**src/rtl/dram_arbiter.sv**
```systemverilog
// rtl/dram_arbiter.sv - two-bank fast-page DRAM sequencer arbitrating video, cpu and CBR refresh
// Optional refresh engine compiled in with `define DRAM_ARBITER_REFRESH_EN
module dram_arbiter #(
    parameter int REF_PERIOD = 437
) (
    input  logic        fclk,
    input  logic        rst,

    input  logic        vid_req,
    input  logic [20:0] vid_addr,
    input  logic        vid_we,
    input  logic [1:0]  vid_be,
    input  logic [15:0] vid_wdata,
    output logic        vid_ack,
    output logic        vid_rvalid,

    input  logic        cpu_req,
    input  logic [20:0] cpu_addr,
    input  logic        cpu_we,
    input  logic [1:0]  cpu_be,
    input  logic [15:0] cpu_wdata,
    output logic        cpu_ack,
    output logic        cpu_rvalid,

    output logic [15:0] rdata,

    output logic        rras0_n,
    output logic        rras1_n,
    output logic        rlcas_n,
    output logic        rucas_n,
    output logic        rwe_n,
    output logic [9:0]  ra,
    output logic [15:0] rd_out,
    output logic        rd_oe,
    input  logic [15:0] rd_in
);

    typedef enum logic [2:0] {
        S_IDLE    = 3'd0,
        S_RAS     = 3'd1,
        S_CAS1    = 3'd2,
        S_CAS2    = 3'd3,
        S_PRE     = 3'd4,
        S_RF_CAS  = 3'd5,
        S_RF_RAS  = 3'd6,
        S_RF_HOLD = 3'd7
    } state_t;

    state_t r_state;
    state_t w_state_next;

    // Transaction latched at grant time; the requester may drop its inputs after ack
    logic        r_owner_vid;
    logic [20:0] r_addr;
    logic        r_we;
    logic [1:0]  r_be;
    logic [15:0] r_wdata;

    logic        w_ref_pend;

`ifdef DRAM_ARBITER_REFRESH_EN
    localparam int             CW     = (REF_PERIOD > 1) ? $clog2(REF_PERIOD) : 1;
    localparam logic [CW-1:0]  RELOAD = CW'(REF_PERIOD - 1);

    logic [CW-1:0] r_ref_cnt;
    logic          r_ref_pend;

    assign w_ref_pend = r_ref_pend;

    // Free-running refresh timer; an expiry while already pending does not queue a second refresh
    always_ff @(posedge fclk) begin
        if (rst) begin
            r_ref_cnt  <= RELOAD;
            r_ref_pend <= 1'b0;
        end else begin
            if (r_ref_cnt == '0) begin
                r_ref_cnt <= RELOAD;
            end else begin
                r_ref_cnt <= r_ref_cnt - 1'b1;
            end
            // A fresh expiry wins over the clear so a request landing on the grant edge is not lost
            if (r_ref_cnt == '0) begin
                r_ref_pend <= 1'b1;
            end else if (r_state == S_IDLE) begin
                r_ref_pend <= 1'b0;
            end
        end
    end
`else
    logic [31:0] w_unused_ref_period;

    assign w_ref_pend          = 1'b0;
    assign w_unused_ref_period = 32'(REF_PERIOD);
`endif

    // Arbitration view: in IDLE the winner's live inputs, otherwise the latched transaction
    logic        w_idle;
    logic        w_start;
    logic        w_cur_vid;
    logic [20:0] w_cur_addr;
    logic        w_cur_we;
    logic [1:0]  w_cur_be;
    logic [15:0] w_cur_wdata;

    assign w_idle      = (r_state == S_IDLE);
    assign w_start     = w_idle && !w_ref_pend && (vid_req || cpu_req);
    assign w_cur_vid   = w_idle ? vid_req : r_owner_vid;
    assign w_cur_addr  = w_idle ? (vid_req ? vid_addr  : cpu_addr)  : r_addr;
    assign w_cur_we    = w_idle ? (vid_req ? vid_we    : cpu_we)    : r_we;
    assign w_cur_be    = w_idle ? (vid_req ? vid_be    : cpu_be)    : r_be;
    assign w_cur_wdata = w_idle ? (vid_req ? vid_wdata : cpu_wdata) : r_wdata;

    // Capture the winning request on the grant edge
    always_ff @(posedge fclk) begin
        if (rst) begin
            r_owner_vid <= 1'b0;
            r_addr      <= '0;
            r_we        <= 1'b0;
            r_be        <= '0;
            r_wdata     <= '0;
        end else if (w_start) begin
            r_owner_vid <= w_cur_vid;
            r_addr      <= w_cur_addr;
            r_we        <= w_cur_we;
            r_be        <= w_cur_be;
            r_wdata     <= w_cur_wdata;
        end
    end

    // State register
    always_ff @(posedge fclk) begin
        if (rst) begin
            r_state <= S_IDLE;
        end else begin
            r_state <= w_state_next;
        end
    end

    // Next-state: refresh beats video beats cpu, decided only in IDLE
    always_comb begin
        w_state_next = r_state;
        case (r_state)
            S_IDLE: begin
`ifdef DRAM_ARBITER_REFRESH_EN
                if (w_ref_pend) begin
                    w_state_next = S_RF_CAS;
                end else
`endif
                if (vid_req || cpu_req) begin
                    w_state_next = S_RAS;
                end
            end
            S_RAS:     w_state_next = S_CAS1;
            S_CAS1:    w_state_next = S_CAS2;
            S_CAS2:    w_state_next = S_PRE;
            S_PRE:     w_state_next = S_IDLE;
`ifdef DRAM_ARBITER_REFRESH_EN
            S_RF_CAS:  w_state_next = S_RF_RAS;
            S_RF_RAS:  w_state_next = S_RF_HOLD;
            S_RF_HOLD: w_state_next = S_PRE;
`endif
            default:   w_state_next = S_IDLE;
        endcase
    end

    // Next values of the registered pins, chosen by the state being entered
    logic        w_nx_ras0_n;
    logic        w_nx_ras1_n;
    logic        w_nx_lcas_n;
    logic        w_nx_ucas_n;
    logic        w_nx_we_n;
    logic [9:0]  w_nx_ra;
    logic [15:0] w_nx_rd_out;
    logic        w_nx_rd_oe;
    logic [15:0] w_nx_rdata;
    logic        w_nx_vid_ack;
    logic        w_nx_cpu_ack;
    logic        w_nx_vid_rvalid;
    logic        w_nx_cpu_rvalid;

    // Output decode: strobes idle high, address/data hold unless a state drives them
    always_comb begin
        w_nx_ras0_n     = 1'b1;
        w_nx_ras1_n     = 1'b1;
        w_nx_lcas_n     = 1'b1;
        w_nx_ucas_n     = 1'b1;
        w_nx_we_n       = 1'b1;
        w_nx_ra         = ra;
        w_nx_rd_out     = rd_out;
        w_nx_rd_oe      = 1'b0;
        w_nx_rdata      = rdata;
        w_nx_vid_ack    = 1'b0;
        w_nx_cpu_ack    = 1'b0;
        w_nx_vid_rvalid = 1'b0;
        w_nx_cpu_rvalid = 1'b0;
        case (w_state_next)
            S_RAS, S_CAS1, S_CAS2: begin
                w_nx_ras0_n = w_cur_addr[20];
                w_nx_ras1_n = !w_cur_addr[20];
                w_nx_rd_oe  = w_cur_we;
                w_nx_we_n   = !w_cur_we;
                if (w_cur_we) begin
                    w_nx_rd_out = w_cur_wdata;
                end
                if (w_state_next == S_RAS) begin
                    w_nx_ra      = w_cur_addr[19:10];
                    w_nx_vid_ack = w_cur_vid;
                    w_nx_cpu_ack = !w_cur_vid;
                end else begin
                    w_nx_ra     = w_cur_addr[9:0];
                    w_nx_lcas_n = !w_cur_be[0];
                    w_nx_ucas_n = !w_cur_be[1];
                end
            end
            S_PRE: begin
                // Only an access (not a refresh) reaches PRE from CAS2
                if (r_state == S_CAS2 && !r_we) begin
                    w_nx_rdata      = rd_in;
                    w_nx_vid_rvalid = r_owner_vid;
                    w_nx_cpu_rvalid = !r_owner_vid;
                end
            end
`ifdef DRAM_ARBITER_REFRESH_EN
            S_RF_CAS: begin
                w_nx_lcas_n = 1'b0;
                w_nx_ucas_n = 1'b0;
            end
            S_RF_RAS, S_RF_HOLD: begin
                w_nx_ras0_n = 1'b0;
                w_nx_ras1_n = 1'b0;
                w_nx_lcas_n = 1'b0;
                w_nx_ucas_n = 1'b0;
            end
`endif
            default: begin
            end
        endcase
    end

    // Pin and handshake registers
    always_ff @(posedge fclk) begin
        if (rst) begin
            rras0_n    <= 1'b1;
            rras1_n    <= 1'b1;
            rlcas_n    <= 1'b1;
            rucas_n    <= 1'b1;
            rwe_n      <= 1'b1;
            ra         <= '0;
            rd_out     <= '0;
            rd_oe      <= 1'b0;
            rdata      <= '0;
            vid_ack    <= 1'b0;
            cpu_ack    <= 1'b0;
            vid_rvalid <= 1'b0;
            cpu_rvalid <= 1'b0;
        end else begin
            rras0_n    <= w_nx_ras0_n;
            rras1_n    <= w_nx_ras1_n;
            rlcas_n    <= w_nx_lcas_n;
            rucas_n    <= w_nx_ucas_n;
            rwe_n      <= w_nx_we_n;
            ra         <= w_nx_ra;
            rd_out     <= w_nx_rd_out;
            rd_oe      <= w_nx_rd_oe;
            rdata      <= w_nx_rdata;
            vid_ack    <= w_nx_vid_ack;
            cpu_ack    <= w_nx_cpu_ack;
            vid_rvalid <= w_nx_vid_rvalid;
            cpu_rvalid <= w_nx_cpu_rvalid;
        end
    end

endmodule
```
**config.mk**
```make
export PLATFORM = sky130hd
export DESIGN_NAME = dram_arbiter
export DESIGN_NICKNAME = d
export VERILOG_FILES = /design/src/rtl/dram_arbiter.sv
export SDC_FILE = /design/constraint.sdc
export NUM_CORES = 1
export LEC_CHECK = 0
export ABC_AREA = 1
export CORE_MARGIN = 4
export CORE_UTILIZATION = 45
export CTS_BUF_LIST = sky130_fd_sc_hd__clkbuf_4 sky130_fd_sc_hd__clkbuf_8 sky130_fd_sc_hd__clkbuf_16
export DETAILED_ROUTE_END_ITERATION = 10
export PLACE_DENSITY = 0.84
export SLEW_MARGIN = 20
export SYNTH_ARGS = -nofsm -noshare
export SYNTH_HDL_FRONTEND = slang
export SYNTH_SLANG_ARGS = --single-unit
```
**constraint.sdc**
```tcl
create_clock -name fclk -period 1.7 [get_ports fclk]
set_input_delay 0.255 -clock fclk [delete_from_list [all_inputs] [get_ports fclk]]
set_output_delay 0.255 -clock fclk [all_outputs]
set_load 0.1 [all_outputs]
```
==> results.md <==
* DR vias at slightly below 5000
* H-tree level count at 3
* NumNets Final at 932
* Critical path startpoint category: primary input
* Vias in the first global route at 4827
* GR Util All Layers at around 25%
* Lkg Pwr at 3.428 nW
* Worst-path clk slew at 90 ps
* Global-route track usage on met3 at 8.267%
* P_sw at around 3.8 mW
* Setup ws final at 92.49 ps
* Worst flop-to-flop path endpoint: r_wdata[0]
* Critical Path Fanout Max at 31
* Layout Area Growth over Synthesis at 58.89%
* Final Slew Violations at 0
* Highest ir drop seen on vdd at 0.6720 mV
* Drt total wl at 14150 um
* Synthesized flop and latch total at 86
* First DRT Iteration DRCs at 316
* Drt pass-1 iters at 5
* P per Cell Area at 1273 nW/um2
* Critical Path RT at between 1500 and 2000 ps
* Synthesized area per cell at 6.269 um2
* Sequential power share at 30.7%
* Post-placement cell area at 6564 um2
* Mapped Nets at 787
* Yosys cell types at 24
* Ports at 152
* Clock Power Share at 20.7%
* Root cell of the clock tree: clkbuf_8
* Hold bufs inserted after CTS at 0
* Status: completed
* CTS tree: built
* Gate Count Post-Synth at approximately 690
* Area of the multi-input gates at 1994 um2
* Combinational cell fraction of total power at 48.7%
* Hold_ws at 469.1 ps
* Std cell rows at 35
* Sequential area share after synthesis at about 40%
* Final HPWL DP at 10450 um
* Starting Density at 46.39%
* Routability cong. at 0.8442
* Final Non-Filler Cells at 966
* Arr. time, crit path at between 1500 and 2000 ps
* GRT Residual Overflow at 0
* Die Span X at 105.8 um
* Clock Skews at ~13 ps
* P_int at 4.940 mW
* Die Ht at 105.8 um
* Die ar. at 11200 um2
* Slew headroom at 80.30%
* Worst Setup EP: r_wdata[0]
* GRT busiest layer: met2
* Actual slew at the worst max-slew pin at between 200 and 300 ps
* Drt wl/cell at roughly 15 um
* Max Cap Viol at 0
* RSZ-0062 raised after global routing: false
* R2R setup slack at 120 ps
* Met1 Usage GRT at 26.07%
* Dpl cells at 950
* Core Region at 9284 um2
* Worst-Skew Late Latency at 360 ps
* Post-DRT Antenna Nets at 0
* R2R depth at 8
* # setup viols final at 0
* Met2 Track Usage GR at 45.40%
* Number of fill cells in the layout at 688
* Highest clock rate at 622.1 MHz
* Register area at around 1700 um2
* Crit. End Element: flop
* First-pass GRT wire length at ~23000 um
* Yosys warns at 0
* Hold WC Path Type: primary input to flop
* DR vias/cell at 5.028
* Final critical-path required period at 1608 ps
* Clock sinks at 86
* Final hold vios at 0
* Share of layout cells above drive strength 1 at between 10% and 20%
* Num CTS Buffers at 9
* Critical path type: primary input to flop
* Initial antenna violation count at 0
* Pre-CTS setup slack at -251.0 ps
* Worst r2r src: r_state[1]
* Largest net degree at the start of global routing at 46
* Post-layout util at 73.71%
* Sw Ratio at 43.27%
* I/O Buffers at roughly 150
* Post-route cell area at 6843 um2
* Critical path startpoint: vid_req
* Ant diodes at 0
* Post-route DRC violation count at 0
* CTS Buffer Depth at 2
* Final cycle utilization of the critical path at between 90 and 100%
* Mapped Area at 4307 um2
## synthesized netlist by cell type
master,n,area share (%)
inv_1,105,9.2
nor3_1,4,0.46
nor2_4,1,0.26
nand2_2,2,0.29
inv_2,6,0.52
o21ai_1,4,0.46
nor3_4,1,0.38
buf_2,23,2.7
nor2_1,53,4.6
o21ai_0,39,4.5
a21oi_1,37,4.3
dfxtp_1,86,40
nand3_2,2,0.46
nand4_1,10,1.5
buf_1,2,0.17
o211ai_1,17,3.0
buf_4,1,0.17
clkbuf_1,17,1.5
nor2_2,1,0.15
nand3_1,40,4.6
nand2_1,231,20
and2_0,3,0.44
and2_1,1,0.15
and3_1,1,0.15
## what timing repair did
item	4_1_cts	5_1_grt
setup buffers	0	0
setup endpoints to repair	0	35
endpoints found under the hold margin	0	0
resized for setup	0	9
## layer usage
| metal | up-vias | share of wire [%] |
|---|---|---|
| met3 | 48 | 9.2 |
| met4 | 0 | 2.8 |
| met5 | - | 0 |
| met2 | 212 | 51 |
| li1 | 2395 | - |
| met1 | 2202 | 37 |
## stage by stage
stage          TNS, ps  total power [mW]
2_1_floorplan        0             5.238
3_3_place_gp     -3908             6.711
3_5_place_dp     -8619             6.863
4_1_cts              0             8.668
5_1_grt              0             9.075
6_report             0             8.708
## critical path: stages
cell             delay [ps]
clkdlybuf4s50_1         520
inv_2                   120
nand2_1                 130
nand3_2                 110
buf_4                   190
inv_2                    90
buf_12                  180
nand2_1                  80
o211ai_1                100
inv_1                    80
## final cells by class
cell class	count	area share, %
Timing Repair Buffer	177	33.52
Multi-Input combinational cell	447	29.15
Sequential cell	86	25.18
Inverter	111	6.125
Tap cell	129	2.359
Clock buffer	11	2.121
Clock inverter	5	1.554
## cell families after synthesis
family          count (synthesis)  share of synthesized area [%]
flops                          86                          39.98
simple gates                  350                          33.59
buf+inv                       154                          14.18
compound gates                 97                          12.26
## cell usage in the layout, fill, tap and decap left out
master	n
and2_0	3
nand4_1	10
dfxtp_1	85
nand3_2	1
o21ai_0	38
nor3_1	4
buf_12	57
clkbuf_8	10
nor2_1	53
buf_4	20
nand3_1	40
inv_4	1
o211ai_1	17
clkinvlp_4	1
clkbuf_4	1
and2_1	1
nand2_2	2
clkinv_4	1
bufinv_16	3
buf_6	1
nand2_4	1
nor2_4	2
a21oi_1	37
nor3_4	1
inv_1	105
nand3_4	1
clkdlybuf4s50_1	99
dfxtp_2	1
nand2_1	230
and3_1	1
o21ai_1	5
inv_2	5
## worst min path at each step
stage,cells past startpoint,to,slack [ps],startpoint
2_1_floorplan,2,rdata[1],390,rd_in[1]
3_3_place_gp,1,cpu_rvalid,440,r_owner_vid
3_5_place_dp,1,cpu_rvalid,460,r_owner_vid
4_1_cts,3,rdata[13],460,rd_in[13]
5_1_grt,3,rdata[0],470,rd_in[0]
6_report,3,rdata[0],470,rd_in[0]
## flip-flops by register name, indices dropped and copies added, names as in the netlist, 2 cells and up
signal,count
r_wdata,16
rd_out,16
rdata,16
r_addr,11
ra,10
r_state,3
r_be,2
## power by group through the flow
| stage | registers [mW] | logic (mW) | clock network (mW) |
|---|---|---|---|
| final | 2.67 | 4.24 | 1.80 |
| after detailed placement | 2.71 | 4.16 | 0 |
| after global placement | 2.68 | 4.03 | 0 |
| after floorplan | 3.91 | 1.33 | 0 |
| after CTS | 2.67 | 4.20 | 1.81 |
| after global routing | 2.70 | 4.49 | 1.88 |
Power figures use the tool's default switching activity.
